<file path="config.mk">
export PLATFORM = sky130hd
export DESIGN_NAME = spi_slave
export DESIGN_NICKNAME = d
export VERILOG_FILES = /design/src/rtl/spi_slave_pkg.sv /design/src/rtl/spi_slave_sync.sv /design/src/rtl/spi_slave.sv
export SDC_FILE = /design/constraint.sdc
export NUM_CORES = 1
export LEC_CHECK = 0
export BUFFER_PORTS_ARGS = -buffer_cell sky130_fd_sc_hd__buf_2
export CAP_MARGIN = 20
export CELL_PAD_IN_SITES_DETAIL_PLACEMENT = 0
export CELL_PAD_IN_SITES_GLOBAL_PLACEMENT = 1
export CORE_ASPECT_RATIO = 0.9
export CORE_MARGIN = 3
export CORE_UTILIZATION = 40
export DETAILED_ROUTE_END_ITERATION = 12
export GPL_ROUTABILITY_DRIVEN = 0
export GPL_TIMING_DRIVEN = 0
export PLACE_DENSITY_LB_ADDON = 0.25
export SETUP_SLACK_MARGIN = 0.05
export SLEW_MARGIN = 10
export SYNTH_ARGS = -nofsm -noshare
export SYNTH_HDL_FRONTEND = slang
export SYNTH_SLANG_ARGS = --single-unit
</file>
<file path="constraint.sdc">
create_clock -name CLK -period 5 [get_ports CLK]
set_input_delay 0.25 -clock CLK [delete_from_list [all_inputs] [get_ports CLK]]
set_output_delay 0.25 -clock CLK [all_outputs]
set_load 0.005 [all_outputs]
</file>
<file path="src/rtl/spi_slave_pkg.sv">
// spi_slave_pkg: register map, bit positions, FSM encoding and the underrun
// fill byte shared by the SPI slave peripheral.
package spi_slave_pkg;

  localparam logic [1:0] REG_DATA   = 2'd0;
  localparam logic [1:0] REG_STATUS = 2'd1;
  localparam logic [1:0] REG_CTRL   = 2'd2;

  localparam int STAT_RX_FULL = 0;
  localparam int STAT_TX_FULL = 1;
  localparam int STAT_OVERRUN = 2;
  localparam int STAT_BUSY    = 3;

  localparam int CTRL_RXIE = 0;
  localparam int CTRL_TXIE = 1;

  localparam logic [7:0] UNDERRUN_FILL = 8'hFF;

  typedef enum logic {
    S_IDLE   = 1'b0,
    S_ACTIVE = 1'b1
  } spi_state_e;

  // Byte to put on the wire for the next frame: the CPU byte if one is
  // waiting, otherwise the all-ones underrun filler.
  function automatic logic [7:0] tx_next_byte(input logic tx_full, input logic [7:0] tx_buf);
    return tx_full ? tx_buf : UNDERRUN_FILL;
  endfunction

endpackage

</file>
<file path="src/rtl/spi_slave_sync.sv">
// spi_slave_sync: 2-FF synchronizer for one asynchronous SPI pin, plus a
// history flop so rising/falling edges of the synchronized value can be seen.
// All stages reset low; the top decides what a low level means after reset.
module spi_slave_sync (
  input  logic CLK,
  input  logic RSTn,
  input  logic din,
  output logic dout,
  output logic rise,
  output logic fall
);

  logic meta;
  logic sync;
  logic prev;

  // Two synchronizing stages followed by the edge-detect history stage
  always_ff @(posedge CLK or negedge RSTn) begin
    if (!RSTn) begin
      meta <= 1'b0;
      sync <= 1'b0;
      prev <= 1'b0;
    end else begin
      meta <= din;
      sync <= meta;
      prev <= sync;
    end
  end

  assign dout = sync;
  assign rise = sync & ~prev;
  assign fall = ~sync & prev;

endmodule

</file>
<file path="src/rtl/spi_slave.sv">
// spi_slave: mode-0, MSB-first, 8-bit SPI slave on the AHB-lite bus with a
// one-byte RX buffer, one-byte TX buffer and a level interrupt.
// Optional feature macro: SPI_SLAVE_TXIRQ_EN (adds CTRL.TXIE and the
// "TX buffer empty while selected" interrupt source).
module spi_slave
  import spi_slave_pkg::*;
#(
  parameter logic [31:0] spi_slave_addr = 32'h40003000
) (
  input  logic        CLK,
  input  logic        RSTn,
  input  logic        SCK,
  input  logic        SSn,
  input  logic        MOSI,
  output logic        MISO,
  input  logic        SPI_SEL,
  input  logic [31:0] HADDR,
  input  logic        HWRITE,
  input  logic [31:0] HWDATA,
  output logic [31:0] HRDATA,
  output logic        IRQ
);

  logic sck_sync, sck_rise, sck_fall;
  logic ssn_sync, ssn_rise, ssn_fall;
  logic mosi_sync, mosi_rise, mosi_fall;

  spi_slave_sync u_sck_sync (
    .CLK(CLK), .RSTn(RSTn), .din(SCK),
    .dout(sck_sync), .rise(sck_rise), .fall(sck_fall)
  );

  spi_slave_sync u_ssn_sync (
    .CLK(CLK), .RSTn(RSTn), .din(SSn),
    .dout(ssn_sync), .rise(ssn_rise), .fall(ssn_fall)
  );

  spi_slave_sync u_mosi_sync (
    .CLK(CLK), .RSTn(RSTn), .din(MOSI),
    .dout(mosi_sync), .rise(mosi_rise), .fall(mosi_fall)
  );

  // Only HADDR[3:2], HWDATA[7:0] and the SSn/SCK edges carry meaning here
  logic unused_ok;
  assign unused_ok = ^{spi_slave_addr, HADDR[31:4], HADDR[1:0], HWDATA[31:8],
                       sck_sync, mosi_rise, mosi_fall};

  // ---------------------------------------------------------------- bus
  logic       dphase;
  logic       dwrite;
  logic [1:0] doff;

  // Capture the address phase so the next cycle can act as the data phase
  always_ff @(posedge CLK or negedge RSTn) begin
    if (!RSTn) begin
      dphase <= 1'b0;
      dwrite <= 1'b0;
      doff   <= 2'd0;
    end else begin
      dphase <= SPI_SEL;
      if (SPI_SEL) begin
        dwrite <= HWRITE;
        doff   <= HADDR[3:2];
      end
    end
  end

  logic rd_data, wr_data, wr_status, wr_ctrl;
  assign rd_data   = dphase & ~dwrite & (doff == REG_DATA);
  assign wr_data   = dphase &  dwrite & (doff == REG_DATA);
  assign wr_status = dphase &  dwrite & (doff == REG_STATUS);
  assign wr_ctrl   = dphase &  dwrite & (doff == REG_CTRL);

  // ---------------------------------------------------------------- FSM
  spi_state_e state, state_nxt;

  // State register
  always_ff @(posedge CLK or negedge RSTn) begin
    if (!RSTn) state <= S_IDLE;
    else       state <= state_nxt;
  end

  // A frame is bounded by the synchronized SSn falling and rising edges
  always_comb begin
    state_nxt = state;
    case (state)
      S_IDLE:   if (ssn_fall) state_nxt = S_ACTIVE;
      S_ACTIVE: if (ssn_rise) state_nxt = S_IDLE;
      default:  state_nxt = S_IDLE;
    endcase
  end

  // ---------------------------------------------------------------- shifters
  logic [7:0] tx_shift;
  logic [7:0] rx_shift;
  logic [3:0] bit_cnt;
  logic       rx_done;
  logic [7:0] tx_buf;
  logic       tx_full;

  logic frame_start, frame_abort, rx_bit, tx_bit, tx_reload;
  assign frame_start = (state == S_IDLE) & ssn_fall;
  assign frame_abort = (state == S_ACTIVE) & ssn_rise;
  assign rx_bit      = (state == S_ACTIVE) & ~ssn_rise & sck_rise;
  assign tx_bit      = (state == S_ACTIVE) & ~ssn_rise & sck_fall;
  assign tx_reload   = frame_start | (tx_bit & (bit_cnt == 4'd8));

  // Shift registers and bit counter; the falling edge after the 8th bit
  // reloads tx_shift so a master can clock bytes back to back
  always_ff @(posedge CLK or negedge RSTn) begin
    if (!RSTn) begin
      tx_shift <= 8'h00;
      rx_shift <= 8'h00;
      bit_cnt  <= 4'd0;
      rx_done  <= 1'b0;
    end else begin
      rx_done <= rx_bit & (bit_cnt == 4'd7);
      if (frame_start) begin
        tx_shift <= tx_next_byte(tx_full, tx_buf);
        bit_cnt  <= 4'd0;
      end else if (frame_abort) begin
        bit_cnt <= 4'd0;
      end else if (rx_bit) begin
        rx_shift <= {rx_shift[6:0], mosi_sync};
        bit_cnt  <= bit_cnt + 4'd1;
      end else if (tx_bit) begin
        if (bit_cnt == 4'd8) begin
          tx_shift <= tx_next_byte(tx_full, tx_buf);
          bit_cnt  <= 4'd0;
        end else begin
          tx_shift <= {tx_shift[6:0], 1'b0};
        end
      end
    end
  end

  // ---------------------------------------------------------------- buffers
  logic [7:0] rx_buf;
  logic       rx_full;
  logic       overrun;
  logic       ovr_set;

  // A completed byte is only dropped if the old one is still unread and is
  // not being read in this very cycle
  assign ovr_set = rx_done & rx_full & ~rd_data;

  // RX/TX buffers and status flags; a CPU write to DATA wins over a reload
  // happening in the same cycle, which itself used the old buffer
  always_ff @(posedge CLK or negedge RSTn) begin
    if (!RSTn) begin
      rx_buf  <= 8'h00;
      rx_full <= 1'b0;
      tx_buf  <= 8'h00;
      tx_full <= 1'b0;
      overrun <= 1'b0;
    end else begin
      if (rx_done && !ovr_set) begin
        rx_buf  <= rx_shift;
        rx_full <= 1'b1;
      end else if (rd_data) begin
        rx_full <= 1'b0;
      end
      if (ovr_set) overrun <= 1'b1;
      else if (wr_status && HWDATA[STAT_OVERRUN]) overrun <= 1'b0;
      if (tx_reload && tx_full) tx_full <= 1'b0;
      if (wr_data) begin
        tx_buf  <= HWDATA[7:0];
        tx_full <= 1'b1;
      end
    end
  end

  // ---------------------------------------------------------------- busy
  // The SSn synchronizer resets low, so BUSY is held off until SSn has been
  // seen high once; this also keeps a frame from starting after reset
  // until the master produces a genuine falling edge.
  logic ssn_seen_high;
  logic busy;

  // Remember that SSn has been observed deasserted since reset
  always_ff @(posedge CLK or negedge RSTn) begin
    if (!RSTn)         ssn_seen_high <= 1'b0;
    else if (ssn_sync) ssn_seen_high <= 1'b1;
  end

  assign busy = ~ssn_sync & ssn_seen_high;

  // ---------------------------------------------------------------- CTRL
  logic ctrl_rxie;
  logic txie_en;

`ifdef SPI_SLAVE_TXIRQ_EN
  logic ctrl_txie;

  // Interrupt enables, RX and TX
  always_ff @(posedge CLK or negedge RSTn) begin
    if (!RSTn) begin
      ctrl_rxie <= 1'b0;
      ctrl_txie <= 1'b0;
    end else if (wr_ctrl) begin
      ctrl_rxie <= HWDATA[CTRL_RXIE];
      ctrl_txie <= HWDATA[CTRL_TXIE];
    end
  end

  assign txie_en = ctrl_txie;
`else
  // Interrupt enable, RX only
  always_ff @(posedge CLK or negedge RSTn) begin
    if (!RSTn)        ctrl_rxie <= 1'b0;
    else if (wr_ctrl) ctrl_rxie <= HWDATA[CTRL_RXIE];
  end

  assign txie_en = 1'b0;
`endif

  // ---------------------------------------------------------------- IRQ
  // Registered interrupt so it trails the flags by one cycle
  always_ff @(posedge CLK or negedge RSTn) begin
    if (!RSTn) IRQ <= 1'b0;
`ifdef SPI_SLAVE_TXIRQ_EN
    else       IRQ <= (ctrl_rxie & rx_full) | (txie_en & ~tx_full & busy);
`else
    else       IRQ <= ctrl_rxie & rx_full;
`endif
  end

  // ---------------------------------------------------------------- outputs
  assign MISO = (state == S_ACTIVE) ? tx_shift[7] : 1'b0;

  logic [31:0] rd_mux;

  // Read data for the registered offset, driven only in a read data phase
  always_comb begin
    rd_mux = 32'h0;
    case (doff)
      REG_DATA: rd_mux[7:0] = rx_buf;
      REG_STATUS: begin
        rd_mux[STAT_RX_FULL] = rx_full;
        rd_mux[STAT_TX_FULL] = tx_full;
        rd_mux[STAT_OVERRUN] = overrun;
        rd_mux[STAT_BUSY]    = busy;
      end
      REG_CTRL: begin
        rd_mux[CTRL_RXIE] = ctrl_rxie;
        rd_mux[CTRL_TXIE] = txie_en;
      end
      default: rd_mux = 32'h0;
    endcase
    HRDATA = (dphase && !dwrite) ? rd_mux : 32'h0;
  end

endmodule

</file>
==> metrics list <==
- The run finished, with violations left.
* Violations in the final reports: hold timing
- Worst-skew pair later-pin latency: just over 0.3 ns
* Min-Delay Path Class: in2async
- From bottom edge to top edge, the die measures slightly above 80 microns.
- Standard cell core area: 6250 sq um
- Yosys attributes the largest share of cell area to sky130_fd_sc_hd__dfrtp_1, sky130_fd_sc_hd__mux2_2, sky130_fd_sc_hd__buf_4.
- Resized Gates After CTS: 0
* Via density per instance: roughly 4.4
* Dominant combinational cell family by area after synthesis: multiplexers
- Data required, critical path: 4.75 ns
- The startpoint identified for the worst register-to-register timing path is state.
- CTS built an H-tree with a depth of 2.
* Worst setup SP type: register
- Top fanout value on the critical path: 7
- After Yosys synthesis, XOR and XNOR cells account for less than 1% of the synthesized area.
- After Yosys synthesis, full adders, half adders and majority gates account for less than 1% of the synthesized area.
- The repair_antennas step left the layout with diodes totalling 0.
- For the worst flop-to-flop path, the logic depth is 6.
- Dividing the final minimum period by the clock period gives between 30% and 40%.
* Share of layout cells above drive strength 1: between 30% and 40%
- Final-report max-slew violation count: 0
- First-pass GRT wire length: around 7.7 mm
- Number of inserted filler cells in the final layout: about 580
- For this design, the slowest cell found on the critical path is sky130_fd_sc_hd__or3b_4.
* Vias in the first global route: 1613
* Number of buffers on the longest clock path: 2
- Counting flops with an async set or reset pin after synthesis yields a share of 100%.
- After synthesis the cells add up to around 2600 sq um.
* Clock transition at the registers of the reported paths: around 0.10 ns
* Most frequent cells after synthesis: sky130_fd_sc_hd__dfrtp_1, sky130_fd_sc_hd__buf_4, sky130_fd_sc_hd__mux2_2, sky130_fd_sc_hd__nand2_1
* Clock Root Buffer: sky130_fd_sc_hd__clkbuf_8
- TritonCTS created 5 clock buffers.
- Registers take approximately 1400 sq um.
- Cell family with the largest share of critical-path delay: simple AND/OR/NAND/NOR gates
- Reg2Reg Capture Point: tx_shift[6]
- Number of max-capacitance violations reported: 0
* Tmin final: about 1.9 ns
- By instance count, the leading cell after synthesis is sky130_fd_sc_hd__dfrtp_1.
- Die X: roughly 92 microns
* Total Die Area: 7610 sq um
* Post-detailed-route wirelength per cell: ~12 microns
- 1st-pass router iterations: 4
- Once detail routing completed, the nets flagged for antenna violations numbered 0.
- Vias after detailed routing: around 1500
* Slew HR: between 50% and 60%
- The number of endpoints with negative hold slack in the final report was 31.
* Share of synthesized area spent on multiplexers: between 15 and 20%
* Count of endpoints failing setup in the final report: 0
- TritonCTS built the clock tree.
- Leakage power: between 1.5 and 2 nW
- During I/O placement, the number of pins put on the boundary was 105.
* Yosys warning total: 0
- Initial antenna violation count: 0
- Summing the areas of all compound-gate instances in the mapped netlist gives 4.79% of the synthesized area.
- Number of flops mapped to enable cells by yosys: 0
- Sequential element share of the synthesized area: a little over half
* Post-CTS setup repair buffer count: 0
- STA classifies the critical path endpoint as a primary output.
- Detailed placement finished with a half-perimeter wire length of between 2 and 3 mm.
- The average instance in the mapped netlist occupies around 13 sq um.
- Setup slack on the worst flop-to-flop path: about 3.1 ns
- Input and output buffers added on the ports amount to 26.
* Arrival @ worst endpoint: ~1.7 ns
- On the final layout, the worst clock skew is 0.0102 ns.
* Number of violations reported at the end of detailed-routing iteration 0: 44
- Synthesis inferred 56 register bits.
* Worst slew pin tran: roughly 0.7 ns
- Together, buffers and inverters on the worst path number 1.
- Initial standard-cell utilization of the core: between 40% and 50%
- On the worst path, the slowest cell contributes a delay of about 0.47 ns.
* Hold_ws: -0.0171 ns
* Ordered cell list for the critical path: or3b_4, nor2_1, and2_1, buf_2
* Area of the multi-input gates: approximately 1100 sq um
* Synthesized-area fraction occupied by and/or/nand/nor cells: around an eighth
* Grt ovf: 0
- Routed wire length: about 4.2 mm
* TritonCTS Sinks: 56
- For this run, design rule violations remaining after detail routing come to 0.
* Number of core rows: 27
- Dividing total power by cell area gives a power density of 356 nW/um^2.
- Among all flip-flop cells after synthesis, the most frequent one is sky130_fd_sc_hd__dfrtp_1.
- The area growth from synthesis to layout is 17.0%.
- The largest total area in the synthesized netlist belongs to sky130_fd_sc_hd__dfrtp_1.
- Share of the synthesized area in the top cell type: between 50% and 60%
* Max Clk Rate: a little over 500 MHz
* Count of unique library cells instantiated by Yosys: 37
- Entering global routing, the biggest net connects 57 pins.
- The number of hold buffers added after CTS was 0.
- Category of the most critical setup path: reg2out
- Setup repair after global routing left no endpoint under its margin.
- Final-stage net count: 340
- Global routing used roughly an eighth of the available tracks.
- Instance count of the mapped netlist: about 210
* Worst IR Drop VDD: ~0.00013 V
* Setup tns final: 0 ns
through the flow:
step / setup slack (ns) / instance area, sq um / total power (W) / std cells / utilization, %
2_1_floorplan: 3.24 / 2730 / 0.000747 / 234 / -
3_3_place_gp: 3.14 / 2960 / 0.000798 / 347 / 47.4
3_5_place_dp: 3.14 / 2970 / 0.000805 / 347 / 47.5
4_1_cts: 3.05 / 3090 / 0.00112 / 355 / 49.4
5_1_grt: 2.96 / 3090 / 0.00118 / 355 / 49.4
6_report: 3.07 / 3090 / 0.00110 / 355 / 49.4
logic make-up after synthesis:
logic type / Yosys count
xor gates and xnor gates: 1
buffers and inverters: 36
and+or+nand+nor: 52
other: 1
AOI/OAI and AO/OA: 19
muxes: 44
DFF: 56
adders and majority gates: 2
where the power goes:
group	switching, W	leakage, nW	total, W	internal, W
logic	0.0000719	0.761	0.000192	0.000120
registers	0.0000564	0.705	0.000599	0.000543
clock network	0.000144	0.0614	0.000308	0.000164
total	0.000272	1.53	0.00110	0.000827
area by class of cell:
class	count	share of cell area, %
flip-flops and latches	56	45.4
multi-input cells	142	35.3
plain buffers	30	6.89
repair buffers	26	4.29
well taps	87	3.53
clock buffers	6	2.67
clock inverters	2	1.26
inverters	6	0.729
state kept, by name, indices dropped and copies added, names as in the netlist, 2 cells and up:
name and cells:
doff 2, bit_cnt 4, tx_buf 8, rx_shift 8, tx_shift 8, rx_buf 8
metal layers:
| layer | wire, microns | GRT usage (%) | share of wire [%] | up-vias |
|---|---|---|---|---|
| met5 | 0 | 0 | 0 | - |
| li1 | - | - | - | 781 |
| met3 | 236 | 3.89 | 5.6 | 5 |
| met1 | 1990 | 16.9 | 47 | 728 |
| met2 | 1910 | 18.7 | 46 | 34 |
| met4 | 62 | 4.11 | 1.5 | 0 |
layout by cell type (no fill, tap or decap), drive strengths merged, types with 2 or more instances in the layout:
cell / instances
dfrtp: 56
buf: 56
mux2: 41
conb: 24
nand2: 13
nand2b: 8
o21ai: 8
inv: 6
and2: 6
clkbuf: 6
nor2: 5
nand3b: 3
a21oi: 3
mux2i: 3
nor2b: 3
or3b: 3
nor3b: 2
nand4b: 2
nand3: 2
o22ai: 2
or2: 2
ha: 2
worst max-delay path by stage:
stage / start / end / cells after the start
floorplan: state / tx_shift[1] / 6
global route: doff[1] / HRDATA[5] / 4
finish: doff[1] / HRDATA[6] / 4
detailed placement: state / tx_shift[5] / 6
CTS: doff[1] / HRDATA[6] / 4
global placement: state / tx_shift[5] / 6
(Power assumes the default switching activity.)
